File: src/rtl/mem_access_ctrl.sv
// mem_access_ctrl: sequences one MIPS load/store at a time to a word-addressed RAM,
// with alignment checking, ack timeout, lane replication and load extension.
module mem_access_ctrl #(
    parameter int TIMEOUT_CYCLES = 15
) (
    input  logic        i_clk,
    input  logic        i_rst_n,
    input  logic        i_req,
    input  logic        i_we,
    input  logic [1:0]  i_size,
    input  logic        i_signed,
    input  logic [31:0] i_addr,
    input  logic [31:0] i_wdata,
    output logic        o_busy,
    output logic        o_done,
    output logic [31:0] o_rdata,
    output logic        o_misaligned,
    output logic        o_timeout,
    output logic        o_mem_req,
    output logic        o_mem_we,
    output logic [31:0] o_mem_addr,
    output logic [3:0]  o_mem_be,
    output logic [31:0] o_mem_wdata,
    input  logic        i_mem_ack,
    input  logic [31:0] i_mem_rdata
);
    typedef enum logic [1:0] {IDLE, ACCESS, RESP, ERR} state_t;

    localparam logic [7:0] LAST = 8'(TIMEOUT_CYCLES - 1);

    state_t      r_state;
    logic [7:0]  r_cnt;
    logic        r_we;
    logic        r_signed;
    logic        r_to;
    logic [1:0]  r_size;
    logic [1:0]  r_off;

    logic        w_mis;
    logic [3:0]  w_be;
    logic [31:0] w_wrep;
    logic [7:0]  w_byte;
    logic [15:0] w_half;
    logic [31:0] w_ext;

    assign w_mis  = (i_size == 2'b11) || (i_size == 2'b01 && i_addr[0]) ||
                    (i_size == 2'b10 && i_addr[1:0] != 2'b00);
    // Loads never assert byte enables; only stores select lanes.
    assign w_be   = !i_we ? 4'b0000 :
                    i_size == 2'b00 ? 4'b0001 << i_addr[1:0] :
                    i_size == 2'b01 ? (i_addr[1] ? 4'b1100 : 4'b0011) : 4'b1111;
    assign w_wrep = i_size == 2'b00 ? {4{i_wdata[7:0]}} :
                    i_size == 2'b01 ? {2{i_wdata[15:0]}} : i_wdata;
    assign w_byte = i_mem_rdata[{r_off, 3'b000} +: 8];
    assign w_half = r_off[1] ? i_mem_rdata[31:16] : i_mem_rdata[15:0];
    assign w_ext  = r_size == 2'b00 ? {{24{r_signed & w_byte[7]}}, w_byte} :
                    r_size == 2'b01 ? {{16{r_signed & w_half[15]}}, w_half} : i_mem_rdata;

    assign o_busy       = r_state != IDLE;
    assign o_done       = r_state == RESP || r_state == ERR;
    assign o_misaligned = r_state == ERR;
    assign o_timeout    = r_state == RESP && r_to;
    assign o_mem_req    = r_state == ACCESS;
    assign o_mem_we     = r_state == ACCESS && r_we;

    always_ff @(posedge i_clk or negedge i_rst_n) begin
        if (!i_rst_n) begin
            r_state     <= IDLE;
            r_cnt       <= 8'd0;
            r_we        <= 1'b0;
            r_signed    <= 1'b0;
            r_to        <= 1'b0;
            r_size      <= 2'b00;
            r_off       <= 2'b00;
            o_rdata     <= 32'd0;
            o_mem_addr  <= 32'd0;
            o_mem_be    <= 4'd0;
            o_mem_wdata <= 32'd0;
        end else begin
            case (r_state)
                IDLE: if (i_req) begin
                    r_we     <= i_we;
                    r_size   <= i_size;
                    r_signed <= i_signed;
                    r_off    <= i_addr[1:0];
                    r_cnt    <= 8'd0;
                    r_to     <= 1'b0;
                    if (w_mis) begin
                        r_state <= ERR;
                    end else begin
                        r_state     <= ACCESS;
                        o_mem_addr  <= {i_addr[31:2], 2'b00};
                        o_mem_be    <= w_be;
                        o_mem_wdata <= w_wrep;
                    end
                end
                ACCESS: if (i_mem_ack) begin
                    if (!r_we) o_rdata <= w_ext;
                    r_state <= RESP;
                end else if (r_cnt == LAST) begin
                    r_to    <= 1'b1;
                    r_state <= RESP;
                end else begin
                    r_cnt <= r_cnt + 8'd1;
                end
                default: r_state <= IDLE;
            endcase
        end
    end
endmodule

File: config.mk
export PLATFORM = sky130hd
export DESIGN_NAME = mem_access_ctrl
export DESIGN_NICKNAME = d
export VERILOG_FILES = /design/src/rtl/mem_access_ctrl.sv
export SDC_FILE = /design/constraint.sdc
export NUM_CORES = 1
export LEC_CHECK = 0
export ABC_CLOCK_PERIOD_IN_PS = 3500
export CAP_MARGIN = 20
export CORE_MARGIN = 5
export CORE_UTILIZATION = 50
export CTS_BUF_LIST = sky130_fd_sc_hd__clkbuf_8
export DETAILED_ROUTE_END_ITERATION = 8
export PLACE_DENSITY = 0.89
export SYNTH_ARGS = -nofsm -noshare
export SYNTH_HDL_FRONTEND = slang
export SYNTH_SLANG_ARGS = --single-unit
File: constraint.sdc
create_clock -name i_clk -period 3.5 [get_ports i_clk]
set_input_delay 0.7 -clock i_clk [delete_from_list [all_inputs] [get_ports i_clk]]
set_output_delay 0.7 -clock i_clk [all_outputs]
set_load 0.02 [all_outputs]
==> results.yml, run 1 <==
timing:
  worst_pin_slew_ps: 1025
  fin_tns_setup_ps: 0
  finalCritPeriodShare: 0.7761
  rsz0062_at_grt: "no"
  finalClockSkew_ps: 9.658
  slew_violations: 0
  finalCriticalPeriod_ps: 2716
  relSlewSlack: 0.3151
  finalSetupViolCount: 0
  whs_ps: 329.0
  max_freq_ghz: 0.3682
  hold_violations: 0
layout:
  finalNetCount: 781
  diodes: 0
  drive_above_1_share: 0.1526
  final_cell_mix: "206 x clkdlybuf4s50_1, 115 x dfrtp_1, 46 x mux2_2"
  final_common_cell: "clkdlybuf4s50_1"
  areaGrowthSynthToFinish_pct: 44.94
  utilization: 0.7469
clocking:
  cts_setup_buffers: 0
  clockBufferDepth: 2
  postCtsHoldBufs: 0
  cts_tree: "yes"
  cts_buffers: 17
  h-tree-depth: 4
  clk_latency_ps: 420
  clock_sinks: 115
  clk_pin_slew_ps: 60
  cts.repair.resized: 0
  clock-root-buffer: "clkbuf_8"
setup_path:
  crit_path_end_kind: "output port"
  cp_cell_sequence: "nand2b_4 > inv_2 > and2_1 > clkdlybuf4s50_1"
  crit_slowest_cell: "clkdlybuf4s50_1"
  ff2ff_setup_slack_ps: 1340
  regToRegStartpoint: "r_off[1]$_DFFE_PN0P_"
  crit_required_ps: 2800
  worst_setup_path_start_kind: "register"
  critical_path_arrival_ps: 2020
  crit_fanout: 8
  slowest_delay_ps: 600
  r2r-end: "o_rdata[1]$_DFFE_PN0P_"
  ff2ff_path_depth: 4
  worstSetupPathType: "reg2out"
synthesis:
  synth_fa_ha_area_frac: 0.004440
  synth_top_family_by_area: "multiplexers"
  ys_warn_count: 0
  synthArstFlopShare: 1.000
  ys_types: 52
  synthXorXnorAreaFrac: 0.001554
  synthCells: 472
  synthFlopType: "dfrtp_1"
  muxShareOfSynthArea: 0.2205
  synth-simple-area-share: 0.1212
  syn-cell-area_mm2: 0.005635
  avgSynthCellArea_um2: 11.94
  synth_edf_count: 0
  seq_area_frac_synth: 0.5107
  ys_seq_elements: 115
  synth_compound_area_frac: 0.09725
min_path:
  hold_path_class: "in2async"
run_status:
  outcome: "complete, no violations"
routing:
  vias: 4757
  drt-vias-per-instance: 5.745
  drt_iter0_markers: 299
  wl_um: 16110
  drt.antenna.violating_nets: 0
  route.detailed.drc: 0
  drtPass1Iterations: 6
  wl_per_cell_um: 19.45
flow_run:
  drv_cap: 0
floorplan:
  die_w_um: 116.2
  rows: 38
  ios: 210
  die_h_um: 116.2
  initial_core_util: 0.5153
  core_mm2: 0.01094
  dieArea_mm2: 0.01349
placement:
  gp_congestion: 0.8249
  io_buffers: 207
  hpwl_um: 11810
power_and_ir_drop:
  leakage_nw: 3.473
  p_total_mw: 7.313
  vdd_drop_max_uv: 512.9
  powerDensity_mw_per_mm2: 895.3
global_route:
  grt_start_max_net_pins: 67
  grt_use_total: 0.2439
  antenna_found_initial: 0
  globalRouteOverflowTotal: 0
  first_global_vias: 5068
  grt_pass1_wl_um: 25630
how the worst max path moves through the flow:
stage                                 from                           to  slack (ps)  cells after the start
floorplan                        i_addr[0]   o_mem_addr[24]$_DFFE_PN0P_        1550                      6
global placement                 i_addr[0]  o_mem_wdata[10]$_DFFE_PN0P_         900                      6
detailed placement               i_addr[0]  o_mem_wdata[14]$_DFFE_PN0P_         850                      6
CTS                 r_state[1]$_DFFE_PN0P_                     o_mem_we         750                      4
global route        r_state[1]$_DFFE_PN0P_                     o_mem_we         680                      4
finish              r_state[1]$_DFFE_PN0P_                     o_mem_we         780                      4
logic make-up (layout without fill, tap and decap cells):
kind of cell / count (synthesis) / in the layout
AND/OR/NAND/NOR: 130 / 130
adder cells (fa/ha/maj): 2 / 2
multiplexers: 105 / 105
other: 1 / 2
buffers and inverters: 39 / 254
AO/OA/AOI/OAI: 79 / 79
flip-flops: 115 / 115
XOR/XNOR: 1 / 1
sequential cells by signal, indices dropped and copies added, names as in the netlist:
register     cells
o_mem_addr      30
o_mem_be         4
o_mem_wdata     32
o_rdata         32
r_cnt            8
r_off            2
r_signed         1
r_size           2
r_state          2
r_to             1
r_we             1
report_power, final:
part	internal (mW)	total (mW)	switching (mW)
combinational	1.80	3.56	1.77
clock	0.772	1.31	0.538
sequential	1.96	2.44	0.485
total	4.52	7.31	2.79
cells in the mapped netlist, drive strengths merged, types with 2 or more instances:
cell	instances	area [um^2]
nand2	41	153.9
clkbuf	11	41.29
a22oi	7	52.55
o21ai	20	100.1
mux2	83	934.7
dfrtp	115	2878
mux4	7	157.7
nor3b	4	57.56
nand4b	2	17.52
nor2	27	101.4
and2	3	18.77
nor2b	5	38.78
a21oi	21	105.1
ha	2	25.02
nand3b	3	35.03
a21o	2	16.27
a22o	14	122.6
nand4	2	18.77
nand3	34	170.2
inv	8	30.03
o21a	2	15.01
mux2i	15	150.1
nand2b	2	20.02
nor3	2	10.01
buf	20	175.2
a221oi	7	61.31
area by class of cell:
type / instances / area, um^2
Sequential cell: 115 / 2878
Fill cell: 756 / 2768
Clock buffer: 21 / 289.0
Tap cell: 140 / 175.2
Inverter: 8 / 30.03
Multi-Input combinational cell: 319 / 2515
Clock inverter: 11 / 133.9
Timing Repair Buffer: 214 / 2147
metrics by stage:
| stage | instances | setup WS [ps] | instance area, um^2 |
|---|---|---|---|
| final | 828 | 783.7 | 8168 |
| after global routing | 828 | 682.2 | 8168 |
| after CTS | 828 | 752.2 | 8168 |
| after detailed placement | 796 | 849.0 | 7745 |
| after global placement | 796 | 901.9 | 7745 |
| after floorplan | 473 | 1548 | 5639 |
metal layers:
| layer | part of all wire | GRT usage | vias to the layer above |
|---|---|---|---|
| met1 | 0.36 | 0.2740 | 2346 |
| met2 | 0.52 | 0.4235 | 248 |
| met4 | 0.031 | 0.09513 | 0 |
| met3 | 0.093 | 0.08912 | 46 |
| li1 | - | - | 2117 |
| met5 | 0 | 0 | - |
critical path, delay by kind of cell, from the launching register on:
kind	cells	cell delay, ps
and+or+nand+nor	2	380
buffers and inverters	2	730
DFF	1	490
Power figures use the tool's default switching activity.
==> inputs of run 2 (changes only) <==
==> config.mk (replaced) <==
export PLATFORM = sky130hd
export DESIGN_NAME = mem_access_ctrl
export DESIGN_NICKNAME = d
export VERILOG_FILES = /design/src/rtl/mem_access_ctrl.sv
export SDC_FILE = /design/constraint.sdc
export NUM_CORES = 1
export LEC_CHECK = 0
export ABC_CLOCK_PERIOD_IN_PS = 2700
export CAP_MARGIN = 20
export CORE_MARGIN = 5
export CORE_UTILIZATION = 46
export CTS_BUF_LIST = sky130_fd_sc_hd__clkbuf_8
export DETAILED_ROUTE_END_ITERATION = 8
export PLACE_DENSITY = 0.83
export SYNTH_ARGS = -nofsm -noshare
export SYNTH_HDL_FRONTEND = slang
export SYNTH_SLANG_ARGS = --single-unit
==> constraint.sdc (replaced) <==
create_clock -name i_clk -period 2.7 [get_ports i_clk]
set_input_delay 0.54 -clock i_clk [delete_from_list [all_inputs] [get_ports i_clk]]
set_output_delay 0.54 -clock i_clk [all_outputs]
set_load 0.02 [all_outputs]
==> results.yml, run 2 (synthesis results as in run 1) <==
layout:
  areaGrowthSynthToFinish_pct: 45.56
  final_cell_mix: "206 x clkdlybuf4s50_1, 115 x dfrtp_1, 46 x mux2_2"
  reg.largest.list: "o_mem_wdata: 32 flops, o_rdata: 32 flops, o_mem_addr: 30 flops"
  final_common_cell: "clkdlybuf4s50_1"
  fillCellCount: 897
  final_cells: 839
  drive_above_1_share: 0.1546
  finalNetCount: 785
  diodes: 0
clocking:
  cts_buffers: 17
  postCtsHoldBufs: 0
  clk_pin_slew_ps: 70
  clock-root-buffer: "clkbuf_8"
  clock_sinks: 115
  h-tree-depth: 4
  cts_tree: "yes"
  clk_latency_ps: 450
  cts_setup_buffers: 0
  clockBufferDepth: 2
  cts.repair.resized: 0
global_route:
  top_usage_layer: "met2"
  antenna_found_initial: 0
  met1_usage: 0.2502
  grt_pass1_wl_um: 25750
  use_met2: 0.3709
  grt_use_total: 0.2270
  first_global_vias: 5024
  met3_usage: 0.1048
  grt_start_max_net_pins: 67
  globalRouteOverflowTotal: 0
timing:
  rsz0062_at_grt: "no"
  hold_violations: 0
  relSlewSlack: 0.5815
  finalCriticalPeriod_ps: 2542
  slew_violations: 0
  finalSetupViolCount: 0
  finalCritPeriodShare: 0.9415
  fin_tns_setup_ps: 0
  worst_pin_slew_ps: 625.5
  max_freq_ghz: 0.3934
  finalClockSkew_ps: 8.506
routing:
  drtPass1Iterations: 5
  route.detailed.drc: 0
  vias: 4639
  wl_per_cell_um: 19.15
  drt-vias-per-instance: 5.529
  drt.antenna.violating_nets: 0
  drt_iter0_markers: 457
  wl_um: 16070
floorplan:
  ios: 210
  die_h_um: 120.7
  core_mm2: 0.01201
  die_w_um: 120.7
  dieArea_mm2: 0.01456
  rows: 40
  initial_core_util: 0.4692
placement:
  io_buffers: 207
  hpwl_um: 11820
  place_inst: 807
  gp_congestion: 0.8377
power_and_ir_drop:
  vdd_drop_max_uv: 689.7
  clkPwrFrac: 0.181
  leakage_nw: 3.496
  powerDensity_mw_per_mm2: 1160
  switching_power_mw: 3.627
  pwr-share-comb: 0.488
  internal-power_mw: 5.887
  netSwitchingFraction: 0.3813
  seq_power_share: 0.331
setup_path:
  crit_family: "buffers and inverters"
  crit_fanout: 8
  slowest_delay_ps: 590
  crit_path_end_kind: "output port"
  crit_slowest_cell: "clkdlybuf4s50_1"
  worstSetupPathType: "reg2out"
  worst_setup_path_start_kind: "register"
  crit_buf_inv: 2
  cp_cell_sequence: "nand2b_4 > inv_2 > and2_1 > clkdlybuf4s50_1"
  crit_required_ps: 2160
  critical_path_arrival_ps: 2000
run_status:
  outcome: "complete, no violations"
min_path:
  hold_path_class: "in2async"
flow_run:
  drv_cap: 0
[run 2: power by group through the flow]
stage | clock (mW) | sequential (mW) | combinational (mW)
2_1_floorplan | 0 | 3.90 | 1.71
3_3_place_gp | 0 | 3.12 | 4.55
3_5_place_dp | 0 | 3.18 | 4.66
4_1_cts | 1.75 | 3.16 | 4.69
5_1_grt | 1.83 | 3.27 | 4.95
6_report | 1.72 | 3.15 | 4.65
[run 2: routing by layer]
metal  routed length [um]  up-vias
met4                  544        0
met1                 5915     2269
li1                     -     2128
met3                 1663       43
met5                    0        -
met2                 7943      199
[run 2: path summary, 6_finish.rpt]
check / startpoint / end / slack (ps) / cells past startpoint
setup / recovery: r_state[1]$_DFFE_PN0P_ / o_mem_we / 160 / 4
hold / removal: i_rst_n / o_mem_wdata[16]$_DFFE_PN0P_ / 70 / 1
setup reg to reg: r_off[1]$_DFFE_PN0P_ / o_rdata[14]$_DFFE_PN0P_ / 810 / 5
hold reg to reg: o_mem_addr[8]$_DFFE_PN0P_ / o_mem_addr[8]$_DFFE_PN0P_ / 480 / 1
max in group asynchronous: i_rst_n / o_rdata[10]$_DFFE_PN0P_ / 1890 / 2
min in group i_clk: o_mem_addr[8]$_DFFE_PN0P_ / o_mem_addr[8]$_DFFE_PN0P_ / 480 / 1
[run 2: layout make-up]
| class | count | area (um^2) | share of cell area |
|---|---|---|---|
| clock buffers | 18 | 247.7 | 0.03020 |
| clock inverters | 14 | 171.4 | 0.02090 |
| inverters | 8 | 30.03 | 0.003661 |
| multi-input cells | 319 | 2515 | 0.3066 |
| flip-flops and latches | 115 | 2878 | 0.3508 |
| well taps | 147 | 183.9 | 0.02242 |
| repair buffers | 218 | 2177 | 0.2654 |
[run 2: metrics by stage]
stage          utilization  instance area (um^2)  hold WS [ps]  setup slack [ps]  total power, mW
2_1_floorplan            -                  5639         244.4             908.2            5.604
3_3_place_gp        0.6480                  7784         463.6             268.9            7.678
3_5_place_dp        0.6480                  7784         473.7             221.8            7.831
4_1_cts             0.6829                  8203         66.63             110.2            9.597
5_1_grt             0.6829                  8203         84.26             64.45            10.05
6_report            0.6829                  8203         70.17             158.0            9.514
[run 2: worst register-to-register path, cell delays in order, from the launching register on]
cell and delay (ps):
dfrtp_1 660, nor2b_1 510, buf_4 250, a22o_1 140, a22oi_1 70, a21oi_1 190
